File: src/rtl/cfeb_hit_pkg.sv
// Shared sizing and state encoding for the chamber hit-scan sequencer.
package cfeb_hit_pkg;
    localparam int NCFEB  = 7;
    localparam int WIDTH  = 32;
    localparam int CNTW   = 8;
    localparam int TOTW   = 11;
    localparam int NLAYER = 6;

    typedef enum logic [1:0] {
        IDLE = 2'd0,
        SCAN = 2'd1,
        DONE = 2'd2
    } state_t;
endpackage

File: src/rtl/layer_popcount6.sv
// Combinational popcount of one CFEB's six layers of distrip hits.
module layer_popcount6
    import cfeb_hit_pkg::*;
#(
    parameter int WIDTH = cfeb_hit_pkg::WIDTH
) (
    input  logic [WIDTH-1:0] l0,
    input  logic [WIDTH-1:0] l1,
    input  logic [WIDTH-1:0] l2,
    input  logic [WIDTH-1:0] l3,
    input  logic [WIDTH-1:0] l4,
    input  logic [WIDTH-1:0] l5,
    output logic [CNTW-1:0]  cnt
);

    always_comb begin
        cnt = '0;
        for (int b = 0; b < WIDTH; b++) begin
            cnt = cnt + CNTW'(l0[b]) + CNTW'(l1[b]) + CNTW'(l2[b])
                      + CNTW'(l3[b]) + CNTW'(l4[b]) + CNTW'(l5[b]);
        end
    end

endmodule

File: src/rtl/cfeb_hit_scan_ctrl.sv
// Snapshots all CFEB layer hits on start, then walks one CFEB per clock through
// a single shared popcount, accumulating the chamber total and the busiest CFEB.
module cfeb_hit_scan_ctrl
    import cfeb_hit_pkg::*;
#(
    parameter int NCFEB = cfeb_hit_pkg::NCFEB,
    parameter int WIDTH = cfeb_hit_pkg::WIDTH,
    parameter int TOTW  = cfeb_hit_pkg::TOTW,
    parameter int IDXW  = (NCFEB > 1) ? $clog2(NCFEB) : 1
) (
    input  logic                   clk,
    input  logic                   rst_n,
    input  logic                   start,
    input  logic                   abort,
    input  logic [NCFEB*WIDTH-1:0] ly0,
    input  logic [NCFEB*WIDTH-1:0] ly1,
    input  logic [NCFEB*WIDTH-1:0] ly2,
    input  logic [NCFEB*WIDTH-1:0] ly3,
    input  logic [NCFEB*WIDTH-1:0] ly4,
    input  logic [NCFEB*WIDTH-1:0] ly5,
    input  logic [NCFEB-1:0]       cfeb_en,
    input  logic [TOTW-1:0]        thresh,
    output logic                   busy,
    output logic                   done,
    output logic [TOTW-1:0]        total,
    output logic [CNTW-1:0]        max_cnt,
    output logic [IDXW-1:0]        max_idx,
    output logic                   over_thresh
);

    localparam logic [IDXW-1:0] LAST_IDX = IDXW'(NCFEB - 1);

    state_t state, state_nxt;

    logic [NCFEB*WIDTH-1:0] ly_in   [NLAYER];
    logic [WIDTH-1:0]       snap    [NCFEB][NLAYER];
    logic [NCFEB-1:0]       en_snap;
    logic [TOTW-1:0]        thresh_snap;

    logic [IDXW-1:0] idx;
    logic [IDXW-1:0] sel;
    logic [TOTW-1:0] acc;
    logic [TOTW-1:0] sum;
    logic [CNTW-1:0] run_max;
    logic [IDXW-1:0] run_idx;
    logic [CNTW-1:0] pop;
    logic [CNTW-1:0] cnt;
    logic            last;
    logic            take;
    logic            accept;
    logic            step;

    assign ly_in[0] = ly0;
    assign ly_in[1] = ly1;
    assign ly_in[2] = ly2;
    assign ly_in[3] = ly3;
    assign ly_in[4] = ly4;
    assign ly_in[5] = ly5;

    assign accept = (state == IDLE) && start;
    assign step   = (state == SCAN) && !abort;
    assign last   = (idx == LAST_IDX);

    // idx only leaves 0..NCFEB-1 outside SCAN; clamp so the mux never reads past the snapshot
    assign sel = (idx <= LAST_IDX) ? idx : '0;

    layer_popcount6 #(.WIDTH(WIDTH)) u_pop (
        .l0  (snap[sel][0]),
        .l1  (snap[sel][1]),
        .l2  (snap[sel][2]),
        .l3  (snap[sel][3]),
        .l4  (snap[sel][4]),
        .l5  (snap[sel][5]),
        .cnt (pop)
    );

    assign cnt  = en_snap[sel] ? pop : '0;
    assign sum  = acc + TOTW'(cnt);
    assign take = (cnt > run_max);

    always_ff @(posedge clk or negedge rst_n) begin
        if (!rst_n) begin
            state <= IDLE;
        end else begin
            state <= state_nxt;
        end
    end

    always_comb begin
        state_nxt = state;
        case (state)
            IDLE:    if (start) state_nxt = SCAN;
            SCAN: begin
                if (abort)     state_nxt = IDLE;
                else if (last) state_nxt = DONE;
            end
            DONE:    state_nxt = IDLE;
            default: state_nxt = IDLE;
        endcase
    end

    always_comb begin
        busy = (state != IDLE);
        done = (state == DONE);
    end

    // Snapshot: the scan works only from these copies, so live inputs can change freely
    always_ff @(posedge clk or negedge rst_n) begin
        if (!rst_n) begin
            for (int k = 0; k < NCFEB; k++) begin
                for (int l = 0; l < NLAYER; l++) begin
                    snap[k][l] <= '0;
                end
            end
            en_snap     <= '0;
            thresh_snap <= '0;
        end else if (accept) begin
            for (int k = 0; k < NCFEB; k++) begin
                for (int l = 0; l < NLAYER; l++) begin
                    snap[k][l] <= ly_in[l][k*WIDTH +: WIDTH];
                end
            end
            en_snap     <= cfeb_en;
            thresh_snap <= thresh;
        end
    end

    // Scan: accumulate, track the strictly-greater maximum, publish on the last CFEB
    always_ff @(posedge clk or negedge rst_n) begin
        if (!rst_n) begin
            idx         <= '0;
            acc         <= '0;
            run_max     <= '0;
            run_idx     <= '0;
            total       <= '0;
            max_cnt     <= '0;
            max_idx     <= '0;
            over_thresh <= 1'b0;
        end else if (accept) begin
            idx     <= '0;
            acc     <= '0;
            run_max <= '0;
            run_idx <= '0;
        end else if (step) begin
            acc <= sum;
            idx <= idx + 1'b1;
            if (take) begin
                run_max <= cnt;
                run_idx <= idx;
            end
            if (last) begin
                total       <= sum;
                max_cnt     <= take ? cnt : run_max;
                max_idx     <= take ? idx : run_idx;
                over_thresh <= (sum >= thresh_snap);
            end
        end
    end

endmodule

File: config.mk
export PLATFORM = sky130hd
export DESIGN_NAME = cfeb_hit_scan_ctrl
export DESIGN_NICKNAME = d
export VERILOG_FILES = /design/src/rtl/cfeb_hit_pkg.sv /design/src/rtl/layer_popcount6.sv /design/src/rtl/cfeb_hit_scan_ctrl.sv
export SDC_FILE = /design/constraint.sdc
export NUM_CORES = 2
export LEC_CHECK = 0
export ABC_CLOCK_PERIOD_IN_PS = 15100
export CORE_AREA = 2 2 541 543
export DETAILED_ROUTE_END_ITERATION = 10
export DIE_AREA = 0 0 543 545
export PLACE_DENSITY = 0.42
export SLEW_MARGIN = 20
export SYNTH_ARGS = -nofsm -noshare
export SYNTH_HDL_FRONTEND = slang
export SYNTH_HIERARCHICAL = 1
export SYNTH_SLANG_ARGS = --single-unit
File: constraint.sdc
create_clock -name clk -period 15.1 [get_ports clk]
set_input_delay 4.53 -clock clk [delete_from_list [all_inputs] [get_ports clk]]
set_output_delay 4.53 -clock clk [all_outputs]
set_load 0.01 [all_outputs]
==> Word-level counts from Yosys, hierarchy flattened <==
Index checks and enable logic that the tools add are counted.
{ "classes": {"addsub": 193, "magnitude_cmp": 5, "n_eq_ne": 5, "muxes": 21, "n_bitwise": 2, "reduce_logical": 8} }
{ "ops": {"columns": ["operator", "count"], "rows": [
  ["8-bit by 1-bit adder with 8-bit output", 190],
  ["192-bit binary-select mux with 3-bit select", 1],
  ["192-bit two-way mux", 2],
  ["8-bit two-way mux", 4],
  ["11-bit two-way mux", 2],
  ["3-bit two-way mux", 6],
  ["11-bit by 8-bit adder with 11-bit output", 1],
  ["11-bit >= comparator", 1],
  ["8-bit > comparator", 1],
  ["2-bit two-way mux", 3],
  ["4-bit >= comparator, second input constant", 1],
  ["3-bit by 4-bit less-than comparator with 1-bit output, second input constant", 1],
  ["3-bit inverter with 4-bit output", 1],
  ["2-bit case mux with 2 select lines", 1],
  ["2-bit nonzero test", 2],
  ["3-bit by 1-bit adder with 3-bit output, second input constant", 1],
  ["1-bit binary-select mux with 3-bit select", 1],
  ["3-bit == test, second input constant", 1],
  ["3-bit less-or-equal comparator, second input constant", 1],
  ["3-bit != test, second input constant", 1],
  ["3-bit AND reduction", 1],
  ["1-bit by 1-bit adder with 2-bit output", 1],
  ["2-bit by 1-bit == test with 1-bit output, second input constant", 1],
  ["2-bit == test, second input constant", 1],
  ["7 further kinds", 8]
]} }
{ "totals": {"regBits": 1412, "input_bits": 1366, "out_inout_bits": 25, "wordCells": 287} }

==> Logic depth before layout (Yosys ltp) <==
{ "depth": {"ltp_word": 202, "mapped_depth": 58, "ltp_nobuf": 51} }

==> By module <==
The synthesis kept the hierarchy.
{ "modules_own_cells": {"columns": ["module", "n_inst", "cells_each", "area_each_um2"], "rows": [
  ["cfeb_hit_scan_ctrl", 1, 7888, 66037.1],
  ["layer_popcount6", 1, 494, 5126.2]
]} }

==> Worst setup path after synthesis <==
No wires, ideal clock.
{ "synth_timing": {"path_kind": "register to register", "from": "register idx[0]", "to": "register over_thresh", "setup_ns": 0.132, "arrival_ns": 12.588, "required_ns": 14.968, "path_slack_ns": 2.380, "path_stages_with_launch": 57, "n_path_buf": 7, "period_less_slack_ns": 12.720, "cell_sequence": "dfrtp_1 -> buf_2 -> clkbuf_1 -> buf_2 -> buf_1 -> inv_1 -> ha_1 -> nand2b_1 -> buf_2 -> o21ai_1 -> clkbuf_1 -> buf_1 -> mux2i_1 -> o22ai_1 -> nand2_1 -> o221ai_1 -> fa_1 -> inv_1 -> [21 not listed] -> nand2_1 -> inv_1 -> fa_1 -> o211ai_1 -> o21ai_0 -> nand3_1 -> a22oi_1 -> a21oi_1 -> xor2_1 -> inv_1 -> ha_1 -> and4_1 -> a31oi_1 -> a21boi_0 -> o21ai_0 -> a21oi_1 -> a2111oi_0 -> nor2_1"} }
{ "synth_between": {"elab_chain_cells": 200} }
{ "synth_lines": {"columns": ["item", "line_no", "rtl"], "rows": [
  ["from (decl)", "cfeb_hit_scan_ctrl.sv:40", "logic [IDXW-1:0] idx;"],
  ["from (signal assigned)", "cfeb_hit_scan_ctrl.sv:146", "idx <= idx + 1'b1;"],
  ["3-bit less-or-equal comparator", "cfeb_hit_scan_ctrl.sv:65", "assign sel = (idx <= LAST_IDX) ? idx : '0;"],
  ["3-bit two-way mux (*)", "cfeb_hit_scan_ctrl.sv:65", null],
  ["3-bit inverter with 4-bit output (implied by the code) (*)", null, null],
  ["192-bit binary-select mux with 3-bit select (*)", null, null],
  ["192-bit two-way mux (implied by the code) (*) (2 in series)", "cfeb_hit_scan_ctrl.sv:73", ".l5 (snap[sel][5]),"],
  ["1-bit by 1-bit adder with 2-bit output", "layer_popcount6.sv:19", "cnt = cnt + CNTW'(l0[b]) + CNTW'(l1[b]) + CNTW'(l2[b])"],
  ["8-bit by 1-bit adder with 8-bit output", "layer_popcount6.sv:19", null],
  ["8-bit by 1-bit adder with 8-bit output (3 in series)", "layer_popcount6.sv:20", "+ CNTW'(l3[b]) + CNTW'(l4[b]) + CNTW'(l5[b]);"],
  ["[180 not listed]", null, null],
  ["8-bit by 1-bit adder with 8-bit output (3 in series)", "layer_popcount6.sv:19", null],
  ["8-bit by 1-bit adder with 8-bit output (2 in series)", "layer_popcount6.sv:20", null],
  ["8-bit by 1-bit adder with 8-bit output (*)", "layer_popcount6.sv:20", null],
  ["named net pop[1]", "cfeb_hit_scan_ctrl.sv:46", "logic [CNTW-1:0] pop;"],
  ["8-bit two-way mux (*)", "cfeb_hit_scan_ctrl.sv:77", "assign cnt = en_snap[sel] ? pop : '0;"],
  ["11-bit by 8-bit adder with 11-bit output (*)", "cfeb_hit_scan_ctrl.sv:78", "assign sum = acc + TOTW'(cnt);"],
  ["named net sum[6]", "cfeb_hit_scan_ctrl.sv:43", "logic [TOTW-1:0] sum;"],
  ["11-bit >= comparator (*)", "cfeb_hit_scan_ctrl.sv:155", "over_thresh <= (sum >= thresh_snap);"],
  ["to (signal assigned)", "cfeb_hit_scan_ctrl.sv:155", null],
  ["to (decl)", "cfeb_hit_scan_ctrl.sv:28", "output logic over_thresh"]
]} }
Mark *: on every way through the listed nets, which the timed path passes. The rest lies on a longest branch. The select of a mux whose other input is x is not followed.
A chain may end at the register's enable or synchronous reset.

==> Worst setup path after layout <==
Ends and elaborated chain as after synthesis.

==> flow_summary.json <==
{
  "max_slew_margin": 0.270,
  "grtUsageTotal": 0.237,
  "critPathArrivalTime_ns": 14.02,
  "layout_worst_path_cycle_share": 0.881,
  "fp.dieW_um": 543,
  "placementRows": 198,
  "area_of_all_sequential_standard_cells_um2": 35300,
  "starting_density_of_the_core": 0.245,
  "final-hold-violation-count": 0,
  "htreeDepth": 4,
  "worst_slew_pin_slew_ns": 1.09,
  "worstReg2RegStart": "idx[0]$_DFFE_PN0P_",
  "setup.worst_path.start": "idx[0]$_DFFE_PN0P_",
  "worstSetupPathType": "reg2reg",
  "ctsHoldBuffers": 0,
  "number_of_enable_type_register_cells_in_the_synthesized_netlist": 0,
  "drt-pass1-iter-count": 6,
  "drc_errors": 0,
  "path_max_fanout": 81,
  "synth.avg_cell_area_um2": 8.49,
  "grt_first_pass_wirelength_um": 502000,
  "timing.critical_path.buf_inv": 10,
  "setup_viol": 0,
  "synth_sequential_area_ratio": 0.497,
  "drive_gt1_frac": 0.0441,
  "number_of_maximum_capacitance_violations": 0,
  "critPathSlowestCell": "sky130_fd_sc_hd__a31oi_1",
  "critical_path.endpoint_type": "register",
  "maxClockFrequency_ghz": 0.0752,
  "fin_nets": 11117,
  "route.final.wire_length_um": 360000,
  "tritoncts_buffers": 179,
  "rsz0062_at_grt": "false",
  "syn_to_final_growth_pct": 33.9,
  "detail-route-antenna-nets": 0,
  "place_congestion": 0.856,
  "routedWlPerCell_um": 26.5,
  "synthesized_net_count": 9984,
  "clk_latency_worst_skew_pair_ns": 0.87,
  "cts.reportedPaths.clkPinSlew_ns": 0.06,
  "cp-start-kind": "register",
  "root_driver": "sky130_fd_sc_hd__clkbuf_16",
  "clock_path_buffers": 4,
  "core-area_um2": 290000,
  "holdCritPathClass": "reg2reg",
  "status": "finished clean",
  "distinct_cell_type_count_of_the_synthesized_netlist": 64,
  "cts.repair.resized": 0,
  "grt_overflow_total": 0,
  "final_max_slew_viol_count": 0,
  "synth_warnings": 6,
  "multi_input_area_um2": 32600,
  "dieArea_um2": 296000,
  "syn_area_um2": 71200,
  "syn-instance-count": 8382,
  "worstHoldStart": "snap[442]$_DFFE_PN0P_",
  "cts_setup_buffers": 0,
  "total_number_of_vias": 63236,
  "num_io_pins": 1391,
  "setup_total_negative_slack_ns": 0,
  "cts_tree": "done",
  "die_extent_in_y_um": 545,
  "critPathTopFamily": "adder cells",
  "drtIter0Drc": 4750,
  "crit_path_frequent_cell": "sky130_fd_sc_hd__fa_1",
  "avgViaCountPerCell": 4.65,
  "pin_count_of_the_biggest_net_entering_global_routing": 218,
  "synth_async_reset_ratio": 1.00,
  "numPortBuffers": 1390,
  "first_global_vias": 65479,
  "fillCellCount": 30416,
  "cts_sinks": 1412,
  "period_needed_ns": 13.30,
  "dp_hpwl_um": 270000,
  "cp.required_ns": 15.82,
  "clock-skew-final_ns": 0.0404,
  "synth-seq-cells": 1412,
  "grt_antenna_before_repair": 93,
  "synth_top_flop_cell": "sky130_fd_sc_hd__dfrtp_1",
  "critical_path.max_stage_delay_ns": 0.76
}
==> placed cells by master, fill, tap and decap left out, drive strengths merged, types with 6 or more instances in the layout <==
master / instances
xor2: 7
diode: 28
dfrtp: 1412
bufinv: 8
a31oi: 197
nand2b: 7
mux2i: 589
nand2: 4313
o221ai: 192
a21oi: 20
nor2b: 7
nand3: 6
o21a: 11
o22ai: 194
xnor2: 9
clkbuf: 284
buf: 118
o211ai: 11
nor2: 216
clkdlybuf4s50: 1389
o21ai: 45
inv: 302
ha: 57
fa: 179
clkinv: 29
==> worst paths after layout <==
kind | to | slack [ns] | cells after the start
setup / recovery | over_thresh$_DFFE_PN0P_ | 1.80 | 42
hold / removal | snap[442]$_DFFE_PN0P_ | 0.47 | 2
setup reg to reg | over_thresh$_DFFE_PN0P_ | 1.80 | 42
hold reg to reg | snap[442]$_DFFE_PN0P_ | 0.47 | 2
max in group asynchronous | snap[359]$_DFFE_PN0P_ | 8.62 | 4
min in group asynchronous | snap[543]$_DFFE_PN0P_ | 3.63 | 1
==> final cells by class <==
class / count / area share
Clock inverter: 43 / 0.00532
Timing Repair Buffer: 1507 / 0.160
Inverter: 299 / 0.0119
Antenna cell: 28 / 0.000735
Clock buffer: 284 / 0.0577
Sequential cell: 1412 / 0.371
Tap cell: 3900 / 0.0512
Multi-Input combinational cell: 6116 / 0.343
==> cells by family after synthesis <==
kind of cell	after synthesis	share of synthesized area
buf+inv	854	0.0456
simple gates	4569	0.243
xor+xnor	16	0.00197
flops	1412	0.497
mux	593	0.0835
compound gates	700	0.0691
fa+ha+maj	238	0.0607
==> per-layer routing <==
layer	vias to the layer above	GRT usage	routed length [um]
li1	29150	-	-
met1	31467	0.311	156000
met2	2089	0.388	169000
met3	452	0.0517	23800
met4	78	0.0716	11100
met5	-	0	503
==> cells in the mapped netlist (3+ instances only) <==
library cell	instances	share of area
sky130_fd_sc_hd__nand2_1	4313	0.23
sky130_fd_sc_hd__dfrtp_1	1412	0.50
sky130_fd_sc_hd__mux2i_1	589	0.083
sky130_fd_sc_hd__clkbuf_1	454	0.024
sky130_fd_sc_hd__inv_1	298	0.016
sky130_fd_sc_hd__nor2_1	216	0.011
sky130_fd_sc_hd__a31oi_1	197	0.017
sky130_fd_sc_hd__o22ai_1	193	0.017
sky130_fd_sc_hd__o221ai_1	192	0.024
sky130_fd_sc_hd__fa_1	179	0.050
sky130_fd_sc_hd__buf_1	82	0.0043
sky130_fd_sc_hd__ha_1	57	0.010
sky130_fd_sc_hd__o21ai_0	41	0.0029
sky130_fd_sc_hd__a21oi_1	20	0.0014
sky130_fd_sc_hd__buf_2	16	0.0011
sky130_fd_sc_hd__o211ai_1	11	0.0012
sky130_fd_sc_hd__o21a_1	11	0.0012
sky130_fd_sc_hd__xnor2_1	9	0.0011
sky130_fd_sc_hd__xor2_1	7	0.00086
sky130_fd_sc_hd__nand2b_1	6	0.00053
sky130_fd_sc_hd__nand3_1	6	0.00042
sky130_fd_sc_hd__nor2b_1	6	0.00053
sky130_fd_sc_hd__a21o_1	4	0.00042
sky130_fd_sc_hd__a22o_1	4	0.00049
sky130_fd_sc_hd__and2_1	4	0.00035
sky130_fd_sc_hd__mux2_2	4	0.00063
sky130_fd_sc_hd__and3_1	3	0.00026
sky130_fd_sc_hd__o21ai_1	3	0.00021
==> worst reg2reg max path, delay by kind of cell (launching register included) <==
family / cells / cell delay (ns)
mux: 1 / 0.48
xor+xnor: 1 / 0.30
fa+ha+maj: 14 / 6.93
compound gates: 11 / 2.61
flops: 1 / 0.45
buf+inv: 10 / 1.85
simple gates: 5 / 0.55
==> flip-flops by register name, indices dropped and copies added (netlist names) <==
name	flops
acc	11
en_snap	7
idx	3
max_cnt	8
max_idx	3
over_thresh	1
run_idx	3
run_max	8
snap	1344
state	2
thresh_snap	11
total	11
==> stage by stage <==
| step | cell area [um2] | std cells | hold slack (ns) | worst slack (ns) | utilization |
|---|---|---|---|---|---|
| 2_1_floorplan | 71200 | 8382 | 0.437 | 2.38 | - |
| 3_3_place_gp | 89200 | 13233 | 0.456 | 1.67 | 0.307 |
| 3_5_place_dp | 89200 | 13233 | 0.461 | 1.79 | 0.307 |
| 4_1_cts | 95200 | 13560 | 0.475 | 1.74 | 0.328 |
| 5_1_grt | 95300 | 13577 | 0.485 | 0.985 | 0.328 |
| 6_report | 95300 | 13589 | 0.470 | 1.80 | 0.329 |
Power is not shown: default switching activity piles up to over one toggle a cycle in this logic, so the estimate is an artifact.
